`config.mk`:
```
export PLATFORM = sky130hd
export DESIGN_NAME = block_sequencer
export DESIGN_NICKNAME = d
export VERILOG_FILES = /design/src/rtl/block_sequencer_pkg.sv /design/src/rtl/block_sequencer_lfsr16.sv /design/src/rtl/block_sequencer.sv
export SDC_FILE = /design/constraint.sdc
export NUM_CORES = 1
export LEC_CHECK = 0
export ABC_AREA = 1
export ABC_CLOCK_PERIOD_IN_PS = 1900
export CAP_MARGIN = 25
export CORE_UTILIZATION = 35
export CTS_BUF_LIST = sky130_fd_sc_hd__clkbuf_8
export DETAILED_ROUTE_END_ITERATION = 6
export DONT_BUFFER_PORTS = 1
export PLACE_DENSITY = 0.56
export SETUP_SLACK_MARGIN = 0.3
export SLEW_MARGIN = 5
export SYNTH_ARGS = -nofsm -noshare
export SYNTH_HDL_FRONTEND = slang
export SYNTH_SLANG_ARGS = --single-unit
```
`constraint.sdc`:
```
create_clock -name clk_i -period 1.9 [get_ports clk_i]
set_input_delay 0.38 -clock clk_i [delete_from_list [all_inputs] [get_ports clk_i]]
set_output_delay 0.38 -clock clk_i [all_outputs]
set_load 0.01 [all_outputs]
```
`src/rtl/block_sequencer_pkg.sv`:
```
// block_sequencer_pkg: shared shape, rotation, LFSR and FSM definitions for the piece sequencer
package block_sequencer_pkg;
  typedef enum logic [2:0] {SH_I, SH_O, SH_S, SH_Z, SH_L, SH_J, SH_T} shape_e;
  typedef enum logic [1:0] {FILL, IDLE, DRAW} state_e;
  localparam logic [15:0] LFSR_RESET_DEFAULT = 16'hACE1;
  localparam logic [15:0] LFSR_TAPS = 16'hB400;
  localparam logic [4:0] BASE_CODE [7] = '{5'd0, 5'd1, 5'd2, 5'd3, 5'd4, 5'd5, 5'd6};
  function automatic logic [4:0] base_code(shape_e s);
    return BASE_CODE[s];
  endfunction
  function automatic logic [4:0] rot_cw(logic [4:0] c);
    case (c)
      5'd0: return 5'd7;
      5'd7: return 5'd0;
      5'd1: return 5'd1;
      5'd2: return 5'd8;
      5'd8: return 5'd2;
      5'd3: return 5'd9;
      5'd9: return 5'd3;
      5'd4: return 5'd10;
      5'd10: return 5'd11;
      5'd11: return 5'd12;
      5'd12: return 5'd4;
      5'd5: return 5'd13;
      5'd13: return 5'd14;
      5'd14: return 5'd15;
      5'd15: return 5'd5;
      5'd6: return 5'd16;
      5'd16: return 5'd17;
      5'd17: return 5'd18;
      5'd18: return 5'd6;
      default: return 5'd0;
    endcase
  endfunction
  function automatic logic [4:0] rot_ccw(logic [4:0] c);
    case (c)
      5'd0: return 5'd7;
      5'd7: return 5'd0;
      5'd1: return 5'd1;
      5'd2: return 5'd8;
      5'd8: return 5'd2;
      5'd3: return 5'd9;
      5'd9: return 5'd3;
      5'd4: return 5'd12;
      5'd12: return 5'd11;
      5'd11: return 5'd10;
      5'd10: return 5'd4;
      5'd5: return 5'd15;
      5'd15: return 5'd14;
      5'd14: return 5'd13;
      5'd13: return 5'd5;
      5'd6: return 5'd18;
      5'd18: return 5'd17;
      5'd17: return 5'd16;
      5'd16: return 5'd6;
      default: return 5'd0;
    endcase
  endfunction
endpackage

```
`src/rtl/block_sequencer_lfsr16.sv`:
```
// lfsr16: 16-bit Fibonacci LFSR (taps 16,14,13,11), free-running with seed load
// Ports: clk_i, rst_ni (sync active-low), seed_load_i/seed_i (zero seed maps to RESET_VAL), state_o.
module lfsr16
  import block_sequencer_pkg::*;
#(
  parameter logic [15:0] RESET_VAL = LFSR_RESET_DEFAULT
) (
  input  logic        clk_i,
  input  logic        rst_ni,
  input  logic        seed_load_i,
  input  logic [15:0] seed_i,
  output logic [15:0] state_o
);
  logic [15:0] state_q;
  assign state_o = state_q;
  always_ff @(posedge clk_i) begin
    if (!rst_ni) state_q <= RESET_VAL;
    else if (seed_load_i) state_q <= seed_i == 16'd0 ? RESET_VAL : seed_i;
    else state_q <= {state_q[14:0], ^(state_q & LFSR_TAPS)};
  end
endmodule

```
`src/rtl/block_sequencer.sv`:
```
// block_sequencer: 7-bag tetromino picker with one-piece preview and active-piece rotation
// Ports: clk_i, rst_ni (sync active-low); seed_load_i/seed_i reseed the LFSR;
// spawn_req_i, rotate_cw_i, rotate_ccw_i from the game FSM; ready_o (preview valid),
// spawn_done_o (one-cycle pulse), piece_active_o, current_block_type_o (0..18), next_piece_o (0..6).
module block_sequencer
  import block_sequencer_pkg::*;
#(
  parameter logic [15:0] LFSR_RESET = LFSR_RESET_DEFAULT,
  parameter int unsigned MAX_TRIES  = 8
) (
  input  logic        clk_i,
  input  logic        rst_ni,
  input  logic        seed_load_i,
  input  logic [15:0] seed_i,
  input  logic        spawn_req_i,
  input  logic        rotate_cw_i,
  input  logic        rotate_ccw_i,
  output logic        ready_o,
  output logic        spawn_done_o,
  output logic        piece_active_o,
  output logic [4:0]  current_block_type_o,
  output logic [2:0]  next_piece_o
);
  logic [15:0] lfsr;
  logic        lfsr_unused;
  state_e      state_q;
  logic [6:0]  bag_q, bag_set, bag_d;
  logic [7:0]  bag_ext;
  logic [3:0]  tries_q;
  logic [2:0]  next_q, low, pick;
  logic [4:0]  code_q, rot_d;
  logic        ready_q, done_q, active_q, cand_ok, accept, spawn, rot_en;
  lfsr16 #(.RESET_VAL(LFSR_RESET)) u_lfsr (
    .clk_i,
    .rst_ni,
    .seed_load_i,
    .seed_i,
    .state_o(lfsr)
  );
  assign lfsr_unused = ^lfsr[15:3];
  always_comb begin
    low = 3'd0;
    for (int k = 6; k >= 0; k--) low = bag_q[k] ? low : 3'(k);
    // candidate 7 is never a shape, so it reads as permanently used
    bag_ext = {1'b1, bag_q};
    cand_ok = !bag_ext[lfsr[2:0]];
    pick    = cand_ok ? lfsr[2:0] : low;
    accept  = state_q != IDLE && (cand_ok || tries_q == 4'(MAX_TRIES));
    bag_set = bag_q | (7'd1 << pick);
    bag_d   = &bag_set ? 7'd0 : bag_set;
    spawn   = state_q == IDLE && spawn_req_i;
    rot_en  = active_q && !spawn && (rotate_cw_i ^ rotate_ccw_i);
    rot_d   = rotate_cw_i ? rot_cw(code_q) : rot_ccw(code_q);
  end
  always_ff @(posedge clk_i) begin
    if (!rst_ni) begin
      state_q  <= FILL;
      bag_q    <= 7'd0;
      tries_q  <= 4'd0;
      ready_q  <= 1'b0;
      done_q   <= 1'b0;
      active_q <= 1'b0;
      code_q   <= 5'd0;
      next_q   <= 3'd0;
    end else begin
      done_q <= spawn;
      if (spawn) begin
        code_q   <= base_code(shape_e'(next_q));
        active_q <= 1'b1;
        ready_q  <= 1'b0;
        state_q  <= DRAW;
      end else if (rot_en) begin
        code_q <= rot_d;
      end
      if (state_q != IDLE) begin
        if (accept) begin
          next_q  <= pick;
          bag_q   <= bag_d;
          tries_q <= 4'd0;
          ready_q <= 1'b1;
          state_q <= IDLE;
        end else begin
          tries_q <= tries_q + 4'd1;
        end
      end
    end
  end
  assign ready_o              = ready_q;
  assign spawn_done_o         = done_q;
  assign piece_active_o       = active_q;
  assign current_block_type_o = code_q;
  assign next_piece_o         = next_q;
endmodule
```
# Yosys cells after proc, flatten, opt, wreduce, memory -nomap -nowiden
# Memories as Yosys holds them, arrays and structs flattened. A register that Yosys moved wholly into a read port is not among the register bits.
# Index checks and enable logic that the tools add are counted.
# word_totals
regBits	40
romBits	360
inputBits	22
output_inout_bits	11
elab_cells	63
n_memories	3
# classes
n_addsub	1
order_cmp	2
eq_ne	3
shifts	1
n_mux	29
bitwise	3
n_reduce_logical	12
# memory_table
memory	words	word_bits	rd	rd_clocked_by_memory_dff	wr	line_no	text
(no name shown)	32	5	1	1	0	block_sequencer_pkg.sv:12	case (c)
(no name shown)	32	5	1	1	0	block_sequencer_pkg.sv:36	case (c)
(no name shown)	8	5	1	0	0	block_sequencer_pkg.sv:9	return BASE_CODE[s];
# ops
cell	count
$mux W5	9
$mux W16	2
$mux W3	8
$logic_not A16 Y1	1
$reduce_xor A16 Y1	1
$mux W7	1
$or A7 B7 Y7	1
$reduce_and A7 Y1	1
$shl A1 B3 Y7 const A	1
$mux W2	3
$add A4 B1 Y4 const B	1
$eq A4 B4 Y1 const B	1
$ge A4 B4 Y1 const B	1
$logic_and A1 B1 Y1	4
$lt A3 B4 Y1 const B	1
$mux W1	4
$mux W4	1
$not A3 Y4	1
$bmux W1 S3	1
$eq A2 B1 Y1 const B	1
$logic_not A1 Y1	2
$ne A2 B1 Y1 const B	1
$reduce_and A2 Y1	1
$reduce_bool A2 Y1	1
2 further kinds	2

# Logic depth before layout (Yosys ltp)
# logic_depth
word_depth	12
ltp_mapped	16
mapped_depth_nobuf	16

# Hierarchy
# From an unflattened synthesis, not the netlist that was laid out.
# unflattened
cells_unflattened	386
hier_area_um2	2683.8
# by_module_without_submodules
mod	n_inst	cells_each	area_per_inst_um2	seq_area_each_um2
block_sequencer	1	268	1939.4	680.7
lfsr16	1	118	744.5	320.3

# Worst setup path after synthesis
# OpenSTA, ideal clock, no wires.
# synth_path
kind	in2reg
from	input rotate_cw_i
to	register with a tool-made name
setup_time_ps	116
t_arrival_ps	1938
t_required_ps	1784
path_slack_ps	-153
path_stages	15
n_path_buf	1
path_cell_list	buf_6 > inv_4 > nor2_1 > o21ai_0 > o21ai_0 > nand2_1 > o21ai_0 > nor2_2 > inv_1 > ha_1 > nand2_2 > o21ai_1 > nand2_1 > nand3_1 > nand2_1
# synth_lines
element	line_no	text
start: declaration	block_sequencer.sv:16	input logic rotate_cw_i,

==> metrics <==
Final ANT Viol Nets 0; Commonest cells post-synth nand2_1, dfxtp_1, inv_1; die area 7850 um2; # fillers between 700 and 800; synth unique cells 39; Die Wd between 80 and 90 um; # placed instances approximately 460; Slew headroom between 70% and 80%; drt pass-1 iters 4; GR Util met2 roughly 29%; IO Count 33; cell area power density slightly above 800 nW/um2; outcome completed; Hold Path Class in -> reg; reg2reg path depth 15; max cap viols 0; clk sink count 50; H-tree levels 2; Min-Delay Endpoint u_lfsr.state_o[13]; Mapped Cells about 360; register area share after synthesis between 30% and 40%; final core utilization a little under half; total grt overflow 0; # DRC 0; Root Buffer clkbuf_8; Worst-path clk slew about 0.090 ns; Setup crit start kind register; TritonCTS clock tree built; cell family with most CP delay simple AND/OR/NAND/NOR gates; CTS buffer count 5; # setup viols final 0; Initial Util 36.2%; reg-to-reg slack, setup about 0.098 ns; CP Class reg -> reg; Bufs and invs on worst path 3; Rows 31; gr busiest metal met2; Main synth FF type dfxtp_1; FMAX 555 MHz; Crit Reg-Reg Startpoint state_q[1]; via count 2,399; Tcrit/Tclk final a little over nine tenths; layout overhead on the synthesized area 31.5%; Clock Tree Buf Depth 2; final hold viol count 0; Clock Latency Late Sink ~0.3 ns; met3 Track Usage GR 3.54%; wire per inst 12.8 um; CP Max Fanout 7; max incr delay on CP roughly 0.32 ns; worst path cell trace inv_2 > nand2_4 > inv_4 > nand2_8 > o21ai_4 > o21ai_2 > nand2_2 > o21ai_4 > nor2_4 > inv_4 > ha_4 > nand2_4 > o21ai_1 > o21ai_1 > nand2_1; Yosys top cell area share between 30% and 40%; hold slack 0.148 ns; layout cell share with drive strength beyond 1 39.2%; RePlAce Congestion 0.908; leakage power 1.53 nW; final setup TNS 0 ns; Hold Crit Depth 1; largest net degree at the start of global routing 31; global-route wire length before repair 9.79 mm; Die Height around 89 um; grt met1 use roughly 20%; RSZ-0062 raised after global routing true; # diodes 0; HP Start rst_ni; Worst Setup End Kind register; Async SR Flop Fraction 0%; measured slew at the worst slew-check pin ~0.39 ns; cell taking the most area after synthesis dfxtp_1; Nets ~430; largest cells by area after synthesis dfxtp_1, nand2_1, inv_1; top-count cell post-synth nand2_1; worst path arrival time about 2.0 ns; Net Count, Synth 389; FF+latch count, synth 50; fin crit period around 1.8 ns; worst vdd ir roughly 0.00033 V; antenna violations before repair 0; setup slack after layout 0.0983 ns; synthesized area per cell approximately 7.3 um2; vias in the first global route around 2,200; non-filler instance count after layout between 400 and 500; EDFF count, synth 0; worst clock skew 0.00327 ns; Worst Path Required ~2.1 ns; Starting DRT DRC Count 94; Slew Limit Fails 0; GRT Total Usage ~16%; Port Buffers 0; core box area a little over 7000 um2; Worst path slowest cell dfxtp_2; Place WS 0.0476 ns; Post-Route WL 6.30 mm; Post-DP HPWL about 4.3 mm; Vias/cell 4.86; Ys Warns 0; Mapped Area 2620 um2
## power breakdown
group | switching (mW) | total [mW] | internal [mW]
sequential | 0.0847 | 1.27 | 1.18
clock | 0.345 | 0.594 | 0.248
combinational | 0.548 | 0.994 | 0.446
total | 0.978 | 2.86 | 1.88
## layout by cell type (no fill, tap or decap), drive strengths merged
| master | netlist | final |
|---|---|---|
| nand2 | 97 | 97 |
| dfxtp | 50 | 50 |
| inv | 48 | 48 |
| buf | 6 | 37 |
| o21ai | 37 | 37 |
| nand3 | 29 | 29 |
| nor2 | 28 | 28 |
| a21oi | 20 | 20 |
| o211ai | 8 | 8 |
| ha | 8 | 8 |
| nand4 | 5 | 5 |
| clkbuf | 2 | 5 |
| xor2 | 4 | 4 |
| a211oi | 4 | 4 |
| nor3 | 3 | 3 |
| clkinv | 1 | 3 |
| a21boi | 2 | 2 |
| or2 | 1 | 1 |
| mux2i | 1 | 1 |
| nor4 | 1 | 1 |
| nand3b | 1 | 1 |
| o21a | 1 | 1 |
| xnor2 | 1 | 1 |
| a31oi | 1 | 1 |
## metal layers
layer | wire length (um) | share of wire [%] | vias to the layer above
met1 | 2810 | 45 | 1127
met4 | 91 | 1.4 | 0
li1 | - | - | 1242
met2 | 3230 | 51 | 24
met3 | 174 | 2.8 | 6
met5 | 0 | 0 | -
## how the worst max path moves through the flow
stage	from	to	slack [ns]	cells past startpoint
2_1_floorplan	rotate_cw_i	register	0.05	15
3_3_place_gp	state_q[1]	register	0.08	16
3_5_place_dp	state_q[1]	register	0.05	16
4_1_cts	state_q[1]	register	0.14	16
5_1_grt	state_q[1]	register	-0.02	15
6_report	state_q[1]	register	0.1	15
## logic make-up (layout without fill, tap and decap cells)
group / after synthesis / after routing / share of synthesized area, %
AO/OA/AOI/OAI: 73 / 73 / 16.0
adder cells (fa/ha/maj): 8 / 8 / 3.82
buffers and inverters: 57 / 93 / 9.25
AND/OR/NAND/NOR: 165 / 165 / 30.7
multiplexers: 1 / 1 / 0.382
XOR/XNOR: 5 / 5 / 1.67
flip-flops: 50 / 50 / 38.1
## stage by stage
stage | total power [mW] | instance area (um2)
after floorplan | 1.81 | 2690
after global placement | 1.96 | 2840
after detailed placement | 1.96 | 2840
after CTS | 2.71 | 3160
after global routing | 3.04 | 3450
final | 2.86 | 3450
## cell type report
cell class	count	area, um2	share of cell area [%]
timing repair buffer	37	300	8.71
tap	99	124	3.59
sequential	50	1020	29.5
clock inverter	2	10.0	0.290
clock buffer	5	68.8	1.99
inverter	49	206	5.98
multi-input combinational	252	1720	49.9
## what timing repair did
| item | CTS | global route |
|---|---|---|
| buffers inserted | 14 | 12 |
| hold buffers | 0 | 0 |
| pin swaps | 24 | 36 |
| resized for setup | 42 | 58 |
| endpoints found under the setup margin | 19 | 20 |
| gates cloned | 0 | 0 |
(Power assumes the default switching activity.)
